File: config.mk
export PLATFORM = sky130hd
export DESIGN_NAME = ps2_key_sequencer
export DESIGN_NICKNAME = d
export VERILOG_FILES = /design/src/rtl/ps2_key_sequencer_pkg.sv /design/src/rtl/ps2_key_sequencer_scan2ascii.sv /design/src/rtl/ps2_key_sequencer.sv
export SDC_FILE = /design/constraint.sdc
export NUM_CORES = 1
export LEC_CHECK = 0
export ABC_AREA = 1
export BUFFER_PORTS_ARGS = -buffer_cell sky130_fd_sc_hd__buf_4
export CORE_MARGIN = 5
export CORE_UTILIZATION = 51
export DETAILED_ROUTE_END_ITERATION = 8
export GPL_ROUTABILITY_DRIVEN = 0
export GPL_TIMING_DRIVEN = 0
export MAX_ROUTING_LAYER = met4
export PLACE_DENSITY = 0.76
export SYNTH_ARGS = -nofsm -noshare
export SYNTH_HDL_FRONTEND = slang
export SYNTH_SLANG_ARGS = --single-unit
File: constraint.sdc
create_clock -name clk -period 2.05 [get_ports clk]
set_input_delay 0.615 -clock clk [delete_from_list [all_inputs] [get_ports clk]]
set_output_delay 0.615 -clock clk [all_outputs]
set_load 0.01 [all_outputs]
File: src/rtl/ps2_key_sequencer_pkg.sv
// Shared PS/2 constants and state encodings for the key sequencer.
package ps2_key_sequencer_pkg;
  localparam logic [7:0] PS2_EXT    = 8'hE0;
  localparam logic [7:0] PS2_BRK    = 8'hF0;
  localparam logic [7:0] ASCII_NONE = 8'h00;

  typedef enum logic {H_IDLE, H_GAP} hs_state_e;
  typedef enum logic [1:0] {P_BASE, P_EXT, P_BRK, P_EXT_BRK} parse_state_e;
endpackage

File: src/rtl/ps2_key_sequencer_scan2ascii.sv
// Scan-code set 2 to lowercase ASCII lookup: a-z, 0-9, space and enter.
module ps2_scan2ascii
  import ps2_key_sequencer_pkg::*;
(
  input  logic [7:0] code,
  output logic [7:0] ascii
);
  always_comb begin
    ascii = ASCII_NONE;
    case (code)
      8'h1C: ascii = 8'h61;  8'h32: ascii = 8'h62;  8'h21: ascii = 8'h63;
      8'h23: ascii = 8'h64;  8'h24: ascii = 8'h65;  8'h2B: ascii = 8'h66;
      8'h34: ascii = 8'h67;  8'h33: ascii = 8'h68;  8'h43: ascii = 8'h69;
      8'h3B: ascii = 8'h6A;  8'h42: ascii = 8'h6B;  8'h4B: ascii = 8'h6C;
      8'h3A: ascii = 8'h6D;  8'h31: ascii = 8'h6E;  8'h44: ascii = 8'h6F;
      8'h4D: ascii = 8'h70;  8'h15: ascii = 8'h71;  8'h2D: ascii = 8'h72;
      8'h1B: ascii = 8'h73;  8'h2C: ascii = 8'h74;  8'h3C: ascii = 8'h75;
      8'h2A: ascii = 8'h76;  8'h1D: ascii = 8'h77;  8'h22: ascii = 8'h78;
      8'h35: ascii = 8'h79;  8'h1A: ascii = 8'h7A;
      8'h45: ascii = 8'h30;  8'h16: ascii = 8'h31;  8'h1E: ascii = 8'h32;
      8'h26: ascii = 8'h33;  8'h25: ascii = 8'h34;  8'h2E: ascii = 8'h35;
      8'h36: ascii = 8'h36;  8'h3D: ascii = 8'h37;  8'h3E: ascii = 8'h38;
      8'h46: ascii = 8'h39;
      8'h29: ascii = 8'h20;  8'h5A: ascii = 8'h0D;
      default: ascii = ASCII_NONE;
    endcase
  end
endmodule

File: src/rtl/ps2_key_sequencer.sv
// Drains PS/2 scan bytes from the keyboard FIFO and turns make/break/E0
// sequences into single key events with held-key tracking and a press counter.
module ps2_key_sequencer
  import ps2_key_sequencer_pkg::*;
#(
  parameter int CNT_W         = 8,
  parameter bit IGNORE_REPEAT = 1'b1
) (
  input  logic             clk,
  input  logic             rst,
  input  logic [7:0]       data,
  input  logic             ready,
  input  logic             overflow,
  output logic             nextdata_n,
  input  logic             clr_err,
  output logic             key_valid,
  output logic             key_make,
  output logic             key_rpt,
  output logic             key_ext,
  output logic [7:0]       key_code,
  output logic [7:0]       key_ascii,
  output logic             key_down,
  output logic [CNT_W-1:0] press_cnt,
  output logic             ovf_err
);
  hs_state_e    hs_q, hs_d;
  parse_state_e ps_q, ps_d;
  logic [7:0]       byte_q, byte_d, key_code_q, key_code_d, held_code_q, held_code_d;
  logic             byte_vld_q, byte_vld_d, nextdata_n_q, nextdata_n_d;
  logic             key_valid_q, key_valid_d, key_make_q, key_make_d;
  logic             key_rpt_q, key_rpt_d, key_ext_q, key_ext_d;
  logic             key_down_q, key_down_d, held_ext_q, held_ext_d;
  logic             ovf_err_q, ovf_err_d;
  logic [CNT_W-1:0] press_cnt_q, press_cnt_d;
  logic             ev_make, ev_brk, ev_ext, held_match;
  logic [7:0]       rom_ascii;

  // Handshake: a latched byte is popped the following cycle, then one idle gap.
  always_comb begin
    hs_d         = hs_q;
    byte_d       = byte_q;
    byte_vld_d   = 1'b0;
    nextdata_n_d = 1'b1;
    case (hs_q)
      H_IDLE: if (ready) begin
        byte_d       = data;
        byte_vld_d   = 1'b1;
        nextdata_n_d = 1'b0;
        hs_d         = H_GAP;
      end
      default: hs_d = H_IDLE;
    endcase
  end

  always_comb begin
    ps_d    = ps_q;
    ev_make = 1'b0;
    ev_brk  = 1'b0;
    ev_ext  = 1'b0;
    if (byte_vld_q) begin
      case (ps_q)
        P_BASE: begin
          if (byte_q == PS2_EXT)      ps_d = P_EXT;
          else if (byte_q == PS2_BRK) ps_d = P_BRK;
          else                        ev_make = 1'b1;
        end
        P_EXT: begin
          if (byte_q == PS2_BRK)      ps_d = P_EXT_BRK;
          else if (byte_q != PS2_EXT) begin
            ev_make = 1'b1;
            ev_ext  = 1'b1;
            ps_d    = P_BASE;
          end
        end
        P_BRK: begin
          ps_d   = P_BASE;
          ev_brk = (byte_q != PS2_EXT) && (byte_q != PS2_BRK);
        end
        default: begin
          ps_d   = P_BASE;
          ev_brk = (byte_q != PS2_EXT) && (byte_q != PS2_BRK);
          ev_ext = 1'b1;
        end
      endcase
    end
  end

  // Held key is tracked separately so a break of some other key cannot disturb it.
  assign held_match = key_down_q && ({ev_ext, byte_q} == {held_ext_q, held_code_q});

  always_comb begin
    key_valid_d = 1'b0;
    key_make_d  = key_make_q;
    key_rpt_d   = key_rpt_q;
    key_ext_d   = key_ext_q;
    key_code_d  = key_code_q;
    key_down_d  = key_down_q;
    held_code_d = held_code_q;
    held_ext_d  = held_ext_q;
    press_cnt_d = press_cnt_q;
    if (ev_make && held_match) begin
      if (!IGNORE_REPEAT) begin
        key_valid_d = 1'b1;
        key_make_d  = 1'b1;
        key_rpt_d   = 1'b1;
        key_code_d  = byte_q;
        key_ext_d   = ev_ext;
      end
    end else if (ev_make) begin
      key_valid_d = 1'b1;
      key_make_d  = 1'b1;
      key_rpt_d   = 1'b0;
      key_code_d  = byte_q;
      key_ext_d   = ev_ext;
      key_down_d  = 1'b1;
      held_code_d = byte_q;
      held_ext_d  = ev_ext;
      press_cnt_d = press_cnt_q + CNT_W'(1);
    end else if (ev_brk) begin
      key_valid_d = 1'b1;
      key_make_d  = 1'b0;
      key_rpt_d   = 1'b0;
      key_code_d  = byte_q;
      key_ext_d   = ev_ext;
      if (held_match) key_down_d = 1'b0;
    end
    ovf_err_d = overflow ? 1'b1 : (clr_err ? 1'b0 : ovf_err_q);
  end

  always_ff @(posedge clk or posedge rst) begin
    if (rst) begin
      hs_q <= H_IDLE;             ps_q <= P_BASE;
      byte_q <= 8'h00;            byte_vld_q <= 1'b0;
      nextdata_n_q <= 1'b1;       key_valid_q <= 1'b0;
      key_make_q <= 1'b0;         key_rpt_q <= 1'b0;
      key_ext_q <= 1'b0;          key_code_q <= 8'h00;
      key_down_q <= 1'b0;         held_code_q <= 8'h00;
      held_ext_q <= 1'b0;         press_cnt_q <= '0;
      ovf_err_q <= 1'b0;
    end else begin
      hs_q <= hs_d;               ps_q <= ps_d;
      byte_q <= byte_d;           byte_vld_q <= byte_vld_d;
      nextdata_n_q <= nextdata_n_d; key_valid_q <= key_valid_d;
      key_make_q <= key_make_d;   key_rpt_q <= key_rpt_d;
      key_ext_q <= key_ext_d;     key_code_q <= key_code_d;
      key_down_q <= key_down_d;   held_code_q <= held_code_d;
      held_ext_q <= held_ext_d;   press_cnt_q <= press_cnt_d;
      ovf_err_q <= ovf_err_d;
    end
  end

  ps2_scan2ascii u_scan2ascii (.code(key_code_q), .ascii(rom_ascii));

  assign key_ascii  = key_ext_q ? ASCII_NONE : rom_ascii;
  assign nextdata_n = nextdata_n_q;
  assign key_valid  = key_valid_q;
  assign key_make   = key_make_q;
  assign key_rpt    = key_rpt_q;
  assign key_ext    = key_ext_q;
  assign key_code   = key_code_q;
  assign key_down   = key_down_q;
  assign press_cnt  = press_cnt_q;
  assign ovf_err    = ovf_err_q;
endmodule

==> flow_metrics.py <==
metrics = {
    "finish": {
        "n_fill_cell": 385,
        "multi_input_area_mm2": 0.001609,
        "drive_above_1_share_pct": 39.21,
        "register_area_mm2": 0.001061,
        "diodes": 0,
        "area_delta_synth_final_pct": 36.78,
        "nNetsFinal": 475,
    },
    "clocking": {
        "cts_root_buf": "clkbuf_8",
        "tritoncts": "done",
        "insertion_delay_ns": 0.30,
        "clk_pin_slew_ns": 0.07,
        "clkSinkCount": 42,
        "cts-htree-levels": 2,
        "clockBufferDepth": 2,
        "cts_made_buffers": 5,
    },
    "critical_path": {
        "crit_path_frequent_cell": "o21ai_1",
        "reg2reg_to": "press_cnt[7]",
        "crit_arrival_ns": 1.90,
        "end_kind": "primary output",
        "critPathMaxStageDelay_ns": 0.41,
        "cp_cell_sequence": "clkinv_4 -> ha_4 -> nand2_4 -> nand2_2 -> a21oi_2 -> nor2_1 -> o21ai_1 -> o21ai_1 -> o21ai_1 -> a21oi_2 -> buf_4",
        "rrSetupSlack_ns": -0.01,
        "critPathSlowestCell": "dfrtp_2",
        "cp-start-kind": "flip-flop",
        "worstRegToRegCells": 13,
        "criticalPathCategory": "flip-flop to primary output",
        "crit_fanout": 6,
        "required_ns": 1.43,
        "r2r-start": "byte_q[1]",
    },
    "sta": {
        "setup_viol_count_final": 8,
        "fmax_ghz": 0.3977,
        "maxSlewHeadroom_pct": 43.54,
        "worst_pin_slew_ns": 0.8456,
        "timing.hold.ws_ns": 0.4851,
        "skew_ns": 0.006794,
        "drv_slew": 0,
        "period_share_pct": 122.7,
        "layout_min_cycle_time_ns": 2.515,
        "setup_ws_ns": -0.4647,
        "rsz0062_at_grt": "true",
        "hold_viol": 0,
    },
    "floorplanning": {
        "die_h_um": 82.92,
        "initial_core_util_pct": 52.75,
        "core_mm2": 0.005140,
        "ioPinCount": 44,
        "die_area_mm2": 0.006875,
        "rows": 26,
        "fp.dieW_um": 82.92,
    },
    "job": {
        "maxCapViolations": 0,
    },
    "place": {
        "dpl.hpwl_mm": 4.719,
        "port_buffers": 41,
        "place_ws_ns": -0.3660,
    },
    "yosys": {
        "yosysUniqueCellTypes": 38,
        "synth_cells": 370,
        "yosysWarningCount": 0,
        "ys_ff_latch": 42,
        "avgSynthCellArea_um2": 7.328,
        "synth_area_mm2": 0.002711,
        "ys_seq_area_share_pct": 38.81,
    },
    "global_route": {
        "grt_usage_pct": 21.25,
        "grt_max_degree": 43,
        "gr-total-overflow": 0,
        "grt_pass1_wl_mm": 12.03,
        "grt_antenna_before_repair": 0,
        "first_global_vias": 2760,
    },
    "pwr": {
        "power_frac_seq_pct": 27.7,
        "power.share.clock_pct": 10.6,
        "cellLeakagePower_uw": 0.001877,
        "intPower_uw": 2717,
        "p_sw_uw": 2411,
        "peakVddDrop_uv": 836.5,
        "combinationalPowerShare_pct": 61.7,
        "cellPowerDensity_mw_per_mm2": 1383,
        "swShare_pct": 47.01,
    },
    "drt": {
        "avgRoutedWirePerCell_um": 13.75,
        "drc": 0,
        "routed-via-count": 2789,
        "first_pass_iters": 5,
        "drt_wl_total_mm": 7.206,
        "via_per_inst": 5.323,
        "drtIter0Drc": 127,
        "detail-route-antenna-nets": 0,
    },
    "outcome": {
        "violations": "setup timing",
        "status": "complete, but fails checks",
    },
    "hold_path": {
        "hold_path_class": "primary input to async pin",
    },
}
## worst max path at each step
stage	startpoint	slack, ns	endpoint	cells after the start
CTS	key_code[0]	-0.42	key_ascii[3]	10
global route	key_code[1]	-0.57	key_ascii[3]	11
floorplan	key_code[0]	-0.06	key_ascii[0]	10
finish	key_code[1]	-0.46	key_ascii[3]	11
detailed placement	key_code[1]	-0.37	key_ascii[3]	11
global placement	key_code[1]	-0.33	key_ascii[3]	11
## area by class of cell
| class | count | area share, % |
|---|---|---|
| Multi-Input combinational cell | 266 | 43.39 |
| Sequential cell | 42 | 28.61 |
| Timing Repair Buffer | 76 | 15.38 |
| Inverter | 52 | 5.702 |
| Tap cell | 70 | 2.362 |
| Clock buffer | 7 | 2.328 |
| Buffer | 10 | 2.092 |
| Clock inverter | 1 | 0.1350 |
## cell usage after synthesis (all sizes together)
cell type | instances | area (um^2)
ha | 9 | 112.6
a31oi | 4 | 25.02
o21bai | 1 | 7.510
o21ai | 42 | 210.2
a211oi | 1 | 7.510
a21oi | 14 | 70.07
nand4 | 4 | 31.28
nor4 | 1 | 6.260
xnor2 | 3 | 26.28
nor3 | 6 | 46.30
clkinv | 1 | 3.750
inv | 51 | 191.4
dfrtp | 41 | 1026
o211ai | 2 | 15.01
o2111ai | 1 | 8.760
xor2 | 3 | 26.28
dfstp | 1 | 26.28
buf | 10 | 71.31
conb | 1 | 3.750
nand2 | 118 | 467.9
or2 | 2 | 12.51
o22ai | 2 | 12.51
nand3 | 22 | 177.7
clkbuf | 1 | 3.750
nor2 | 29 | 121.4
## registers in the layout (all words and copies together) (netlist names)
name,cells
byte_q,8
key_code,8
key_valid,1
key_ext,1
press_cnt,8
ovf_err,1
key_make,1
key_down,1
held_ext_q,1
held_code_q,8
ps_q,2
byte_vld_q,1
nextdata_n,1
## critical path: cells and delay by family, from the launching register on
family	cells	cell delay, ns
buf+inv	2	0.25
simple gates	3	0.20
fa+ha+maj	1	0.19
flops	1	0.41
compound gates	5	0.54
## kinds of logic after synthesis
logic type                 Yosys count  share of synthesized area (%)
adders and majority gates            9                          4.153
DFF                                 42                          38.81
AOI/OAI and AO/OA                   67                          13.15
buffers and inverters               63                          9.967
xor gates and xnor gates             6                          1.939
and+or+nand+nor                    182                          31.84
other                                1                         0.1383
## metrics by stage
step | instance area [um^2] | power (uW) | util (%) | std cells | setup TNS, ns
after detailed placement | 3196 | 4036 | 62.17 | 482 | -2.262
after global routing | 3709 | 5554 | 72.15 | 524 | -3.824
final | 3709 | 5128 | 72.15 | 524 | -3.003
after CTS | 3522 | 4828 | 68.52 | 510 | -2.756
after floorplan | 2800 | 3192 | - | 371 | -0.1791
after global placement | 3196 | 3981 | 62.17 | 482 | -5.341
## power groups by stage
| stage | combinational (uW) | clock, uW | sequential (uW) |
|---|---|---|---|
| global route | 3490 | 599 | 1460 |
| detailed placement | 2600 | 0 | 1430 |
| CTS | 2880 | 556 | 1400 |
| finish | 3160 | 542 | 1420 |
| floorplan | 1750 | 0 | 1450 |
| global placement | 2550 | 0 | 1430 |
## metal layers
layer,vias up,global-route usage [%],part of all wire (%)
met5,-,-,0
met4,0,9.807,3.3
met3,25,4.257,6.5
met2,123,37.03,51
met1,1292,23.26,39
li1,1349,-,-
## placed cells by master (no fill, tap or decap), types with 4 or more instances in the layout
cell type,synthesis,layout
nor2_4,0,7
nand2_2,4,11
a21oi_2,0,6
buf_2,5,4
nor2_1,24,18
dfrtp_1,41,34
nand2_1,112,103
o21ai_1,4,13
a21oi_1,14,8
clkbuf_8,0,6
buf_4,3,79
inv_2,7,12
o21ai_0,38,27
nor2_2,5,4
nand2_4,2,4
ha_1,9,4
inv_1,44,36
nand3_2,11,11
ha_4,0,4
nand3_1,10,9
dfrtp_2,0,7
## repair_timing
action | CTS | global route
gates cloned | 0 | 0
setup endpoints to repair | 20 | 21
pin swaps | 13 | 14
hold buffers | 0 | 0
buffers inserted | 20 | 15
resized for setup | 31 | 30
Power figures use the tool's default switching activity.
